==> config.mk <==
export PLATFORM = sky130hd
export DESIGN_NAME = rf_wport_arbiter_flat
export DESIGN_NICKNAME = d
export VERILOG_FILES = /design/src/rtl/rf_wport_arbiter_if.sv /design/src/rtl/rf_wport_arbiter.sv /design/src/flat_wrapper.sv
export SDC_FILE = /design/constraint.sdc
export NUM_CORES = 1
export LEC_CHECK = 0
export BUFFER_PORTS_ARGS = -buffer_cell sky130_fd_sc_hd__buf_2
export CAP_MARGIN = 10
export CORE_MARGIN = 2
export CORE_UTILIZATION = 45
export DETAILED_ROUTE_END_ITERATION = 8
export GPL_TIMING_DRIVEN = 0
export PLACE_DENSITY = 0.82
export SYNTH_ARGS = -nofsm -noshare
export SYNTH_HDL_FRONTEND = slang
export SYNTH_SLANG_ARGS = --single-unit
export TNS_END_PERCENT = 30
==> constraint.sdc <==
create_clock -name clk -period 2.5 [get_ports clk]
set_input_delay 0.25 -clock clk [delete_from_list [all_inputs] [get_ports clk]]
set_output_delay 0.25 -clock clk [all_outputs]
set_load 0.005 [all_outputs]
==> src/rtl/rf_wport_arbiter_if.sv <==
// Write-port bundle between the write-back sources and the register-file arbiter.
// RF_WPORT_CONFLICT_DET_EN adds the wr_conflict hazard flag to the bundle.
interface rf_wport_arbiter_if #(
    parameter int DATA_W = 32
);
    logic [3:0]          req_valid;
    logic [19:0]         req_addr;
    logic [4*DATA_W-1:0] req_data;
    logic                stall;
    logic [3:0]          req_ready;
    logic [1:0]          sel;
    logic                wr_en;
    logic [4:0]          wr_addr;
    logic [DATA_W-1:0]   wr_data;
`ifdef RF_WPORT_CONFLICT_DET_EN
    logic                wr_conflict;

    modport master (
        output req_valid, req_addr, req_data, stall,
        input  req_ready, sel, wr_en, wr_addr, wr_data, wr_conflict
    );

    modport slave (
        input  req_valid, req_addr, req_data, stall,
        output req_ready, sel, wr_en, wr_addr, wr_data, wr_conflict
    );
`else
    modport master (
        output req_valid, req_addr, req_data, stall,
        input  req_ready, sel, wr_en, wr_addr, wr_data
    );

    modport slave (
        input  req_valid, req_addr, req_data, stall,
        output req_ready, sel, wr_en, wr_addr, wr_data
    );
`endif
endinterface

==> src/rtl/rf_wport_arbiter.sv <==
// Round-robin write-port arbiter with bounded bursts in front of the register file.
// Optional macro RF_WPORT_CONFLICT_DET_EN enables the registered wr_conflict output.
module rf_wport_arbiter #(
    parameter int DATA_W    = 32,
    parameter int MAX_BURST = 4
) (
    input logic              clk,
    input logic              rst_n,
    rf_wport_arbiter_if.slave wp
);

    typedef enum logic {
        IDLE,
        BURST
    } state_e;

    localparam logic [3:0] MaxBurst = 4'(MAX_BURST);

    state_e            state_q,    state_d;
    logic [1:0]        owner_q,    owner_d;
    logic [1:0]        ptr_q,      ptr_d;
    logic [3:0]        burstCnt_q, burstCnt_d;
    logic [1:0]        sel_q,      sel_d;
    logic              wrEn_q,     wrEn_d;
    logic [4:0]        wrAddr_q,   wrAddr_d;
    logic [DATA_W-1:0] wrData_q,   wrData_d;
`ifdef RF_WPORT_CONFLICT_DET_EN
    logic              conflict_q, conflict_d;
`endif

    logic [4:0]        addrArr [4];
    logic [DATA_W-1:0] dataArr [4];
    logic              keepOwner;
    logic              grantVld;
    logic [1:0]        grantIdx;
    logic [1:0]        cand;
    logic              found;

    always_comb begin
        for (int i = 0; i < 4; i++) begin
            addrArr[i] = wp.req_addr[5*i +: 5];
            dataArr[i] = wp.req_data[DATA_W*i +: DATA_W];
        end
    end

    // The owner keeps the port until its budget runs out; otherwise search starts after the last grantee.
    always_comb begin
        grantVld  = 1'b0;
        grantIdx  = '0;
        cand      = '0;
        found     = 1'b0;
        keepOwner = (state_q == BURST) && wp.req_valid[owner_q] && (burstCnt_q < MaxBurst);
        if (rst_n && !wp.stall && (|wp.req_valid)) begin
            grantVld = 1'b1;
            if (keepOwner) begin
                grantIdx = owner_q;
            end else begin
                for (int k = 1; k <= 4; k++) begin
                    cand = ptr_q + 2'(k);
                    if (!found && wp.req_valid[cand]) begin
                        grantIdx = cand;
                        found    = 1'b1;
                    end
                end
            end
        end
    end

    assign wp.req_ready = grantVld ? (4'b0001 << grantIdx) : 4'b0000;

    always_comb begin
        state_d    = state_q;
        owner_d    = owner_q;
        ptr_d      = ptr_q;
        burstCnt_d = burstCnt_q;
        sel_d      = sel_q;
        wrEn_d     = 1'b0;
        wrAddr_d   = wrAddr_q;
        wrData_d   = wrData_q;
`ifdef RF_WPORT_CONFLICT_DET_EN
        conflict_d = 1'b0;
`endif
        if (grantVld) begin
            sel_d      = grantIdx;
            wrAddr_d   = addrArr[grantIdx];
            wrData_d   = dataArr[grantIdx];
            wrEn_d     = (addrArr[grantIdx] != 5'd0);
            ptr_d      = grantIdx;
            owner_d    = grantIdx;
            state_d    = BURST;
            burstCnt_d = keepOwner ? (burstCnt_q + 4'd1) : 4'd1;
`ifdef RF_WPORT_CONFLICT_DET_EN
            // A losing requester aimed at the same live register would land a stale value afterwards.
            for (int i = 0; i < 4; i++) begin
                if ((2'(i) != grantIdx) && wp.req_valid[i] &&
                    (addrArr[i] == addrArr[grantIdx]) && (addrArr[grantIdx] != 5'd0)) begin
                    conflict_d = 1'b1;
                end
            end
`endif
        end else if (!wp.stall) begin
            state_d    = IDLE;
            burstCnt_d = '0;
        end
    end

    always_ff @(posedge clk or negedge rst_n) begin
        if (!rst_n) begin
            state_q    <= IDLE;
            owner_q    <= '0;
            ptr_q      <= 2'd3;
            burstCnt_q <= '0;
            sel_q      <= '0;
            wrEn_q     <= 1'b0;
            wrAddr_q   <= '0;
            wrData_q   <= '0;
`ifdef RF_WPORT_CONFLICT_DET_EN
            conflict_q <= 1'b0;
`endif
        end else begin
            state_q    <= state_d;
            owner_q    <= owner_d;
            ptr_q      <= ptr_d;
            burstCnt_q <= burstCnt_d;
            sel_q      <= sel_d;
            wrEn_q     <= wrEn_d;
            wrAddr_q   <= wrAddr_d;
            wrData_q   <= wrData_d;
`ifdef RF_WPORT_CONFLICT_DET_EN
            conflict_q <= conflict_d;
`endif
        end
    end

    assign wp.sel     = sel_q;
    assign wp.wr_en   = wrEn_q;
    assign wp.wr_addr = wrAddr_q;
    assign wp.wr_data = wrData_q;
`ifdef RF_WPORT_CONFLICT_DET_EN
    assign wp.wr_conflict = conflict_q;
`endif

endmodule

==> src/flat_wrapper.sv <==
// flat-port wrapper written by rule: the top's interface ports become plain ports
module rf_wport_arbiter_flat 
#(
    parameter int DATA_W    = 32,
    parameter int MAX_BURST = 4
)
  (clk, rst_n, wp_req_valid, wp_req_addr, wp_req_data, wp_stall, wp_req_ready, wp_sel, wp_wr_en, wp_wr_addr, wp_wr_data);
  rf_wport_arbiter_if #(.DATA_W(DATA_W)) wp_i ();
  input logic clk;
  input logic rst_n;
  input wire logic [$bits(wp_i.req_valid)-1:0] wp_req_valid;
  input wire logic [$bits(wp_i.req_addr)-1:0] wp_req_addr;
  input wire logic [$bits(wp_i.req_data)-1:0] wp_req_data;
  input wire logic [$bits(wp_i.stall)-1:0] wp_stall;
  output wire logic [$bits(wp_i.req_ready)-1:0] wp_req_ready;
  output wire logic [$bits(wp_i.sel)-1:0] wp_sel;
  output wire logic [$bits(wp_i.wr_en)-1:0] wp_wr_en;
  output wire logic [$bits(wp_i.wr_addr)-1:0] wp_wr_addr;
  output wire logic [$bits(wp_i.wr_data)-1:0] wp_wr_data;
  assign wp_i.req_valid = wp_req_valid;
  assign wp_i.req_addr = wp_req_addr;
  assign wp_i.req_data = wp_req_data;
  assign wp_i.stall = wp_stall;
  assign wp_req_ready = wp_i.req_ready;
  assign wp_sel = wp_i.sel;
  assign wp_wr_en = wp_i.wr_en;
  assign wp_wr_addr = wp_i.wr_addr;
  assign wp_wr_data = wp_i.wr_data;
  rf_wport_arbiter #(.DATA_W(DATA_W), .MAX_BURST(MAX_BURST)) u_core (.clk(clk), .rst_n(rst_n), .wp(wp_i));
endmodule
Word-level counts from Yosys, hierarchy flattened
Cells that the tools add are included.
Word-level totals
  logic and storage cells: 73
  register bits after elaboration: 47
  bits of input ports: 155
  output and inout bits: 44
Operators by class
  shift-type cells: 1
  $add $sub $neg: 4
  equality and inequality tests: 1
  muxes and demuxes: 39
  reductions and logical operators: 13
  order comparisons: 7
  bitwise logic cells: 1
Operator list (count)
  $bmux W32 S2: 1
  $mux W32: 2
  $mux W1: 18
  $mux W4: 4
  $lt A2 B3 Y1 const B: 5
  $mux W2: 6
  $bmux W1 S2: 5
  $bmux W5 S2: 1
  $mux W5: 2
  $logic_and A1 B1 Y1: 7
  $reduce_bool A5 Y1: 1
  $add A2 B2 Y2 const B: 2
  $add A4 B1 Y4 const B: 1
  $logic_not A1 Y1: 4
  $lt A4 B3 Y1 const B: 1
  $reduce_or A4 Y1: 1
  $shl A1 B2 Y4 const A: 1
  $ge A3 B3 Y1 const B: 1
  $not A2 Y3: 1
  $add A2 B1 Y2 const B: 1
  $ne A2 B1 Y1 const B: 1

Longest topological paths before layout
  depth in word-level cells: 27
  mapped depth: 10
  mapped depth without buffers: 7

Worst setup path after synthesis
No wires, ideal clock.
  path kind: flip-flop to flip-flop
  from: register u_core.ptr_q[1]
  to: register u_core.wrData_q[16] (netlist: u_core.wp.wr_data[16])
  period minus slack after synthesis: 2279 ps
  setup time: 132 ps
  stages on the path, launching flop included: 10
  arrival time: 2147 ps
  setup slack: 221 ps
  data required time: 2368 ps
  path through: dfstp_2 -> mux2i_1 -> a2bb2oi_1 -> a32oi_4 -> nand2_2 -> buf_6 -> buf_6 -> mux2_4 -> a21oi_1 -> o21ai_1
Between the ends
  longest elaborated chain between the ends: 25
  elaborated cells between the ends (all ways): 36
  classes of those cells: add/sub: 3; mux: 26; bitwise: 1; reduce/logical: 6
Ends and longest elaborated chain
  start, declared: RTL line rf_wport_arbiter.sv:21  | logic [1:0] ptr_q, ptr_d;
  start signal, assigned: RTL line rf_wport_arbiter.sv:123  | ptr_q <= ptr_d;
  $add A2 B1 Y2: RTL line rf_wport_arbiter.sv:59  | cand = ptr_q + 2'(k);
  $bmux W1 S2: RTL line rf_wport_arbiter.sv:60  | if (!found && wp.req_valid[cand]) begin
  $mux W1 (not written as such): RTL line rf_wport_arbiter.sv:60
  $mux W1: RTL line rf_wport_arbiter.sv:60
  $mux W1: RTL line rf_wport_arbiter.sv:55  | if (keepOwner) begin
  $mux W1: RTL line rf_wport_arbiter.sv:53  | if (rst_n && !wp.stall && (|wp.req_valid)) begin
  $logic_not A1 Y1: RTL line rf_wport_arbiter.sv:60
  $logic_and A1 B1 Y1: RTL line rf_wport_arbiter.sv:60
  [8 not listed]
  $logic_not A1 Y1: RTL line rf_wport_arbiter.sv:60
  $logic_and A1 B1 Y1: RTL line rf_wport_arbiter.sv:60
  $mux W2 (*): RTL line rf_wport_arbiter.sv:60
  $mux W2 (*): RTL line rf_wport_arbiter.sv:55
  $mux W2 (*): RTL line rf_wport_arbiter.sv:53
  $not A2 Y3 (not written as such) (*): RTL line rf_wport_arbiter.sv:86  | wrData_d = dataArr[grantIdx];
  $bmux W32 S2 (*): RTL line rf_wport_arbiter.sv:86
  $mux W32 (not written as such) (*) (2 in a row): RTL line rf_wport_arbiter.sv:86
  end signal, assigned: RTL line rf_wport_arbiter.sv:128  | wrData_q <= wrData_d;
  end, declared: RTL line rf_wport_arbiter.sv:26  | logic [DATA_W-1:0] wrData_q, wrData_d;
Every way passes the cells marked *; elsewhere a longest branch is shown, timed or not. The select of a mux whose other input is x is not followed.
A chain may end at the register's enable or synchronous reset.

Worst setup path after layout
  from: register u_core.owner_q[0]
  to: output port wp_req_ready[2]
Between the ends
  longest elaborated chain between the ends: 8
Ends and longest elaborated chain
  start, declared: RTL line rf_wport_arbiter.sv:20  | logic [1:0] owner_q, owner_d;
  start signal, assigned: RTL line rf_wport_arbiter.sv:122  | owner_q <= owner_d;
  $bmux W1 S2: RTL line rf_wport_arbiter.sv:52  | keepOwner = (state_q == BURST) && wp.req_valid[owner_q] && (burstCnt_q < MaxBurst);
  $mux W1 (not written as such): RTL line rf_wport_arbiter.sv:52
  $logic_and A1 B1 Y1 (2 in a row): RTL line rf_wport_arbiter.sv:52
  $mux W2 (*): RTL line rf_wport_arbiter.sv:55
  $mux W2 (*): RTL line rf_wport_arbiter.sv:53
  $shl A1 B2 Y4 (*): RTL line rf_wport_arbiter.sv:69  | assign wp.req_ready = grantVld ? (4'b0001 << grantIdx) : 4'b0000;
  $mux W4 (*): RTL line rf_wport_arbiter.sv:69
  end, declared: RTL line flat_wrapper.sv:15  | output wire logic [$bits(wp_i.req_ready)-1:0] wp_req_ready;
Marked as above.

==> metrics.md <==
| Metric | Value |
|---|---|
| Status | finished, violations left |
| Failing checks | negative setup slack |
| Worst slack on hold paths | 248.1 ps |
| Routability cong. | 0.8436 |
| M1 GR Usage | between 30% and 40% |
| Via density | 5.790 |
| Post-Route Utilization | 66.33% |
| Largest net degree at the start of global routing | 46 |
| Layout overhead on the synthesized area | 41.57% |
| Post-synth ARST share | 100.0% |
| Port buffer count | 198 |
| Hold Path Depth | 3 |
| Die Area | 8348 µm² |
| Initial antenna violation count | 0 |
| Final Critical Period | 2533 ps |
| DP Cell Count | 686 |
| Crit Path Category | reg2out |
| Yosys top cell area share | 32.79% |
| Clock Tree Buf Depth | 2 |
| Syn_nets | 545 |
| Detailed-route wire length | 12,420 µm |
| Post-synthesis cell count | between 300 and 400 |
| Fin cells | 708 |
| First-pass GRT wire length | 19,380 µm |
| Clock power frac | ~15% |
| CP Data Arrival Time | 2280 ps |
| Avg Cell Area, Syn | 8.829 µm² |
| Count leader, synth | o22ai_1 |
| Crit-path max FO | 4 |
| Grt met3 use | 5.809% |
| Filler instances | 644 |
| Worst-Skew Late Latency | around 300 ps |
| H-tree lvl count | 2 |
| Synth Register Bits | 47 |
| Number of synthesized flops with an enable pin | 0 |
| Placed cell areas | approximately 4500 µm² |
| Final ANT Viol Nets | 0 |
| Final setup fails | 1 |
| Worst Tran Pin Value | 575.3 ps |
| Most used DFF post-synth | dfrtp_1 |
| M2 GR Usage | 52.41% |
| Layout cell share with drive strength beyond 1 | 46.80% |
| Clock Pin Slew Worst Setup and Hold Paths | 90 ps |
| Largest cells by area after synthesis | dfrtp_1 33%, o22ai_1 11%, a211oi_1 7.4% |
| Design area | 4862 µm² |
| RSZ-0062 raised after global routing | yes |
| Initial DRC Count | 184 |
| Area leader, netlist | dfrtp_1 |
| Initial Util | 46.85% |
| Vias after detailed routing | about 4,100 |
| Internal | 0.001839 W |
| Setup ws final | -33.00 ps |
| Max_cap viols | 0 |
| Ports | 199 |
| Clk_skew | 7.374 ps |
| Reported net switching power | 0.001167 W |
| Register area share after synthesis | 34.32% |
| CTS sink count | 47 |
| Endpoint class of the critical path | primary output |
| Fin nets | roughly 760 |
| Root Buffer | clkbuf_8 |
| 1st-pass router iterations | 4 |
| Pins Over Slew Limit | 0 |
| GR Overflow Total | 0 |
| Total track usage | 28.92% |
| Post-Synthesis Cell Area | 3435 µm² |
| Die Y | 91.37 µm |
| Final count of hold timing violations | 0 |
| Worst VDD drop | 0.2881 mV |
| Diode count | 0 |
| Vias in the first global route | 4,030 |
| Startpoint Class | register |
| Crit share post-route | 101.3% |
| DR DRC count | 0 |
| Critical Path RT | 2250 ps |
| Logic pwr share | 51.1% |
| Area of the core | 7331 µm² |
| Sequential Power Share | about a third |
| HPWL after detailed placement | 9213 µm |
| Max frequency | just under 400 MHz |
| GR peak layer | met2 |
| CTS tree | yes |
| PwrDens | 618.1 nW/µm² |
| CTS buffer count | 5 |
| Leak pwr | 2.460 nW |
| Worst Reg-to-Reg Cells | 10 |
| Num rows | 31 |
| DIE WIDTH | 91.37 µm |
| Relative slew slack | 61.64% |
| Top cells by count, synth | 60 x o22ai_1, 55 x nand2_1, 45 x dfrtp_1, 34 x a211oi_1, 32 x a21oi_1 |
| Sw frac | roughly two fifths |
| HP Class | in2reg |
| Yosys cell types | 42 |
| Synth warnings | 0 |
| Drt wl/cell | 17.55 µm |
routing by layer:
metal / part of all wire (%) / vias to the layer above
li1: - / 1921
met1: 39 / 1949
met2: 52 / 208
met3: 6.9 / 21
met4: 1.9 / 0
met5: 0 / -
flip-flops by register name, summed over array words and instances (netlist names):
signal             cells
u_core.burstCnt_q      4
u_core.owner_q         2
u_core.ptr_q           2
u_core.state_q         1
u_core.wp.wr_addr      5
u_core.wp.wr_data     32
u_core.wp.wr_en        1
worst max-delay path, cell delays in order (launching register included):
cell and delay [ps]:
dfrtp_1 410, mux4_2 560, nand2_4 140, mux2i_4 260, buf_6 120, nand2b_4 150, buf_8 110, buf_8 90
nor2_2 30, buf_2 120
kinds of logic after synthesis:
group | count (synthesis) | share of synthesized area (%)
AO/OA/AOI/OAI | 177 | 32.79
AND/OR/NAND/NOR | 82 | 10.97
flip-flops | 47 | 34.32
buffers and inverters | 39 | 5.610
adder cells (fa/ha/maj) | 1 | 0.3642
multiplexers | 43 | 15.96
placed cells by master, fill, tap and decap left out, types with 8 or more instances in the layout:
cell type / count
buf_2: 197
o22ai_1: 60
nand2_1: 55
dfrtp_1: 45
a211oi_1: 34
a21oi_1: 32
o21ai_1: 21
clkbuf_1: 20
mux2_4: 17
mux2_2: 16
buf_4: 15
o21ai_0: 14
clkbuf_2: 10
mux2i_1: 8
final timing paths:
check                           slack [ps]                  start               endpoint
worst max-delay path                   -30      u_core.owner_q[0]        wp_req_ready[2]
worst min-delay path                   250               wp_stall         u_core.state_q
worst max register to register          20      u_core.owner_q[0]        u_core.wp.wr_en
worst min register to register         490  u_core.wp.wr_data[19]  u_core.wp.wr_data[19]
max in group asynchronous             1580                  rst_n  u_core.wp.wr_data[15]
min in group asynchronous              650                  rst_n        u_core.ptr_q[0]
power groups by stage:
stage	combinational (W)	sequential, W	clock (W)
2_1_floorplan	0.000841	0.00102	0
3_3_place_gp	0.00132	0.00102	0
3_5_place_dp	0.00137	0.00102	0
4_1_cts	0.00145	0.00101	0.000462
5_1_grt	0.00167	0.00103	0.000491
6_report	0.00153	0.00101	0.000458
through the flow:
stage / setup slack (ps) / TNS [ps] / power (W)
final: -33.00 / -33.00 / 0.003005
after global routing: -112.9 / -192.4 / 0.003194
after CTS: -20.25 / -20.25 / 0.002922
after detailed placement: -501.4 / -13510 / 0.002389
after global placement: -380.1 / -8600 / 0.002340
after floorplan: 221.2 / 0 / 0.001865
final cells by class:
class,count,area [µm²],share of cell area (%)
flip-flops and latches,47,1179,24.24
repair buffers,213,1132,23.29
multi-input cells,303,2101,43.21
plain buffers,38,246.5,5.069
well taps,99,123.9,2.548
clock buffers,8,80.08,1.647
timing repair:
action	in CTS	in global routing
setup buffers	9	4
endpoints found under the setup margin	39	37
resized for setup	13	38
pin swaps	4	2
hold endpoints to repair	45	0
hold buffers	2	0
(Power assumes the default switching activity.)
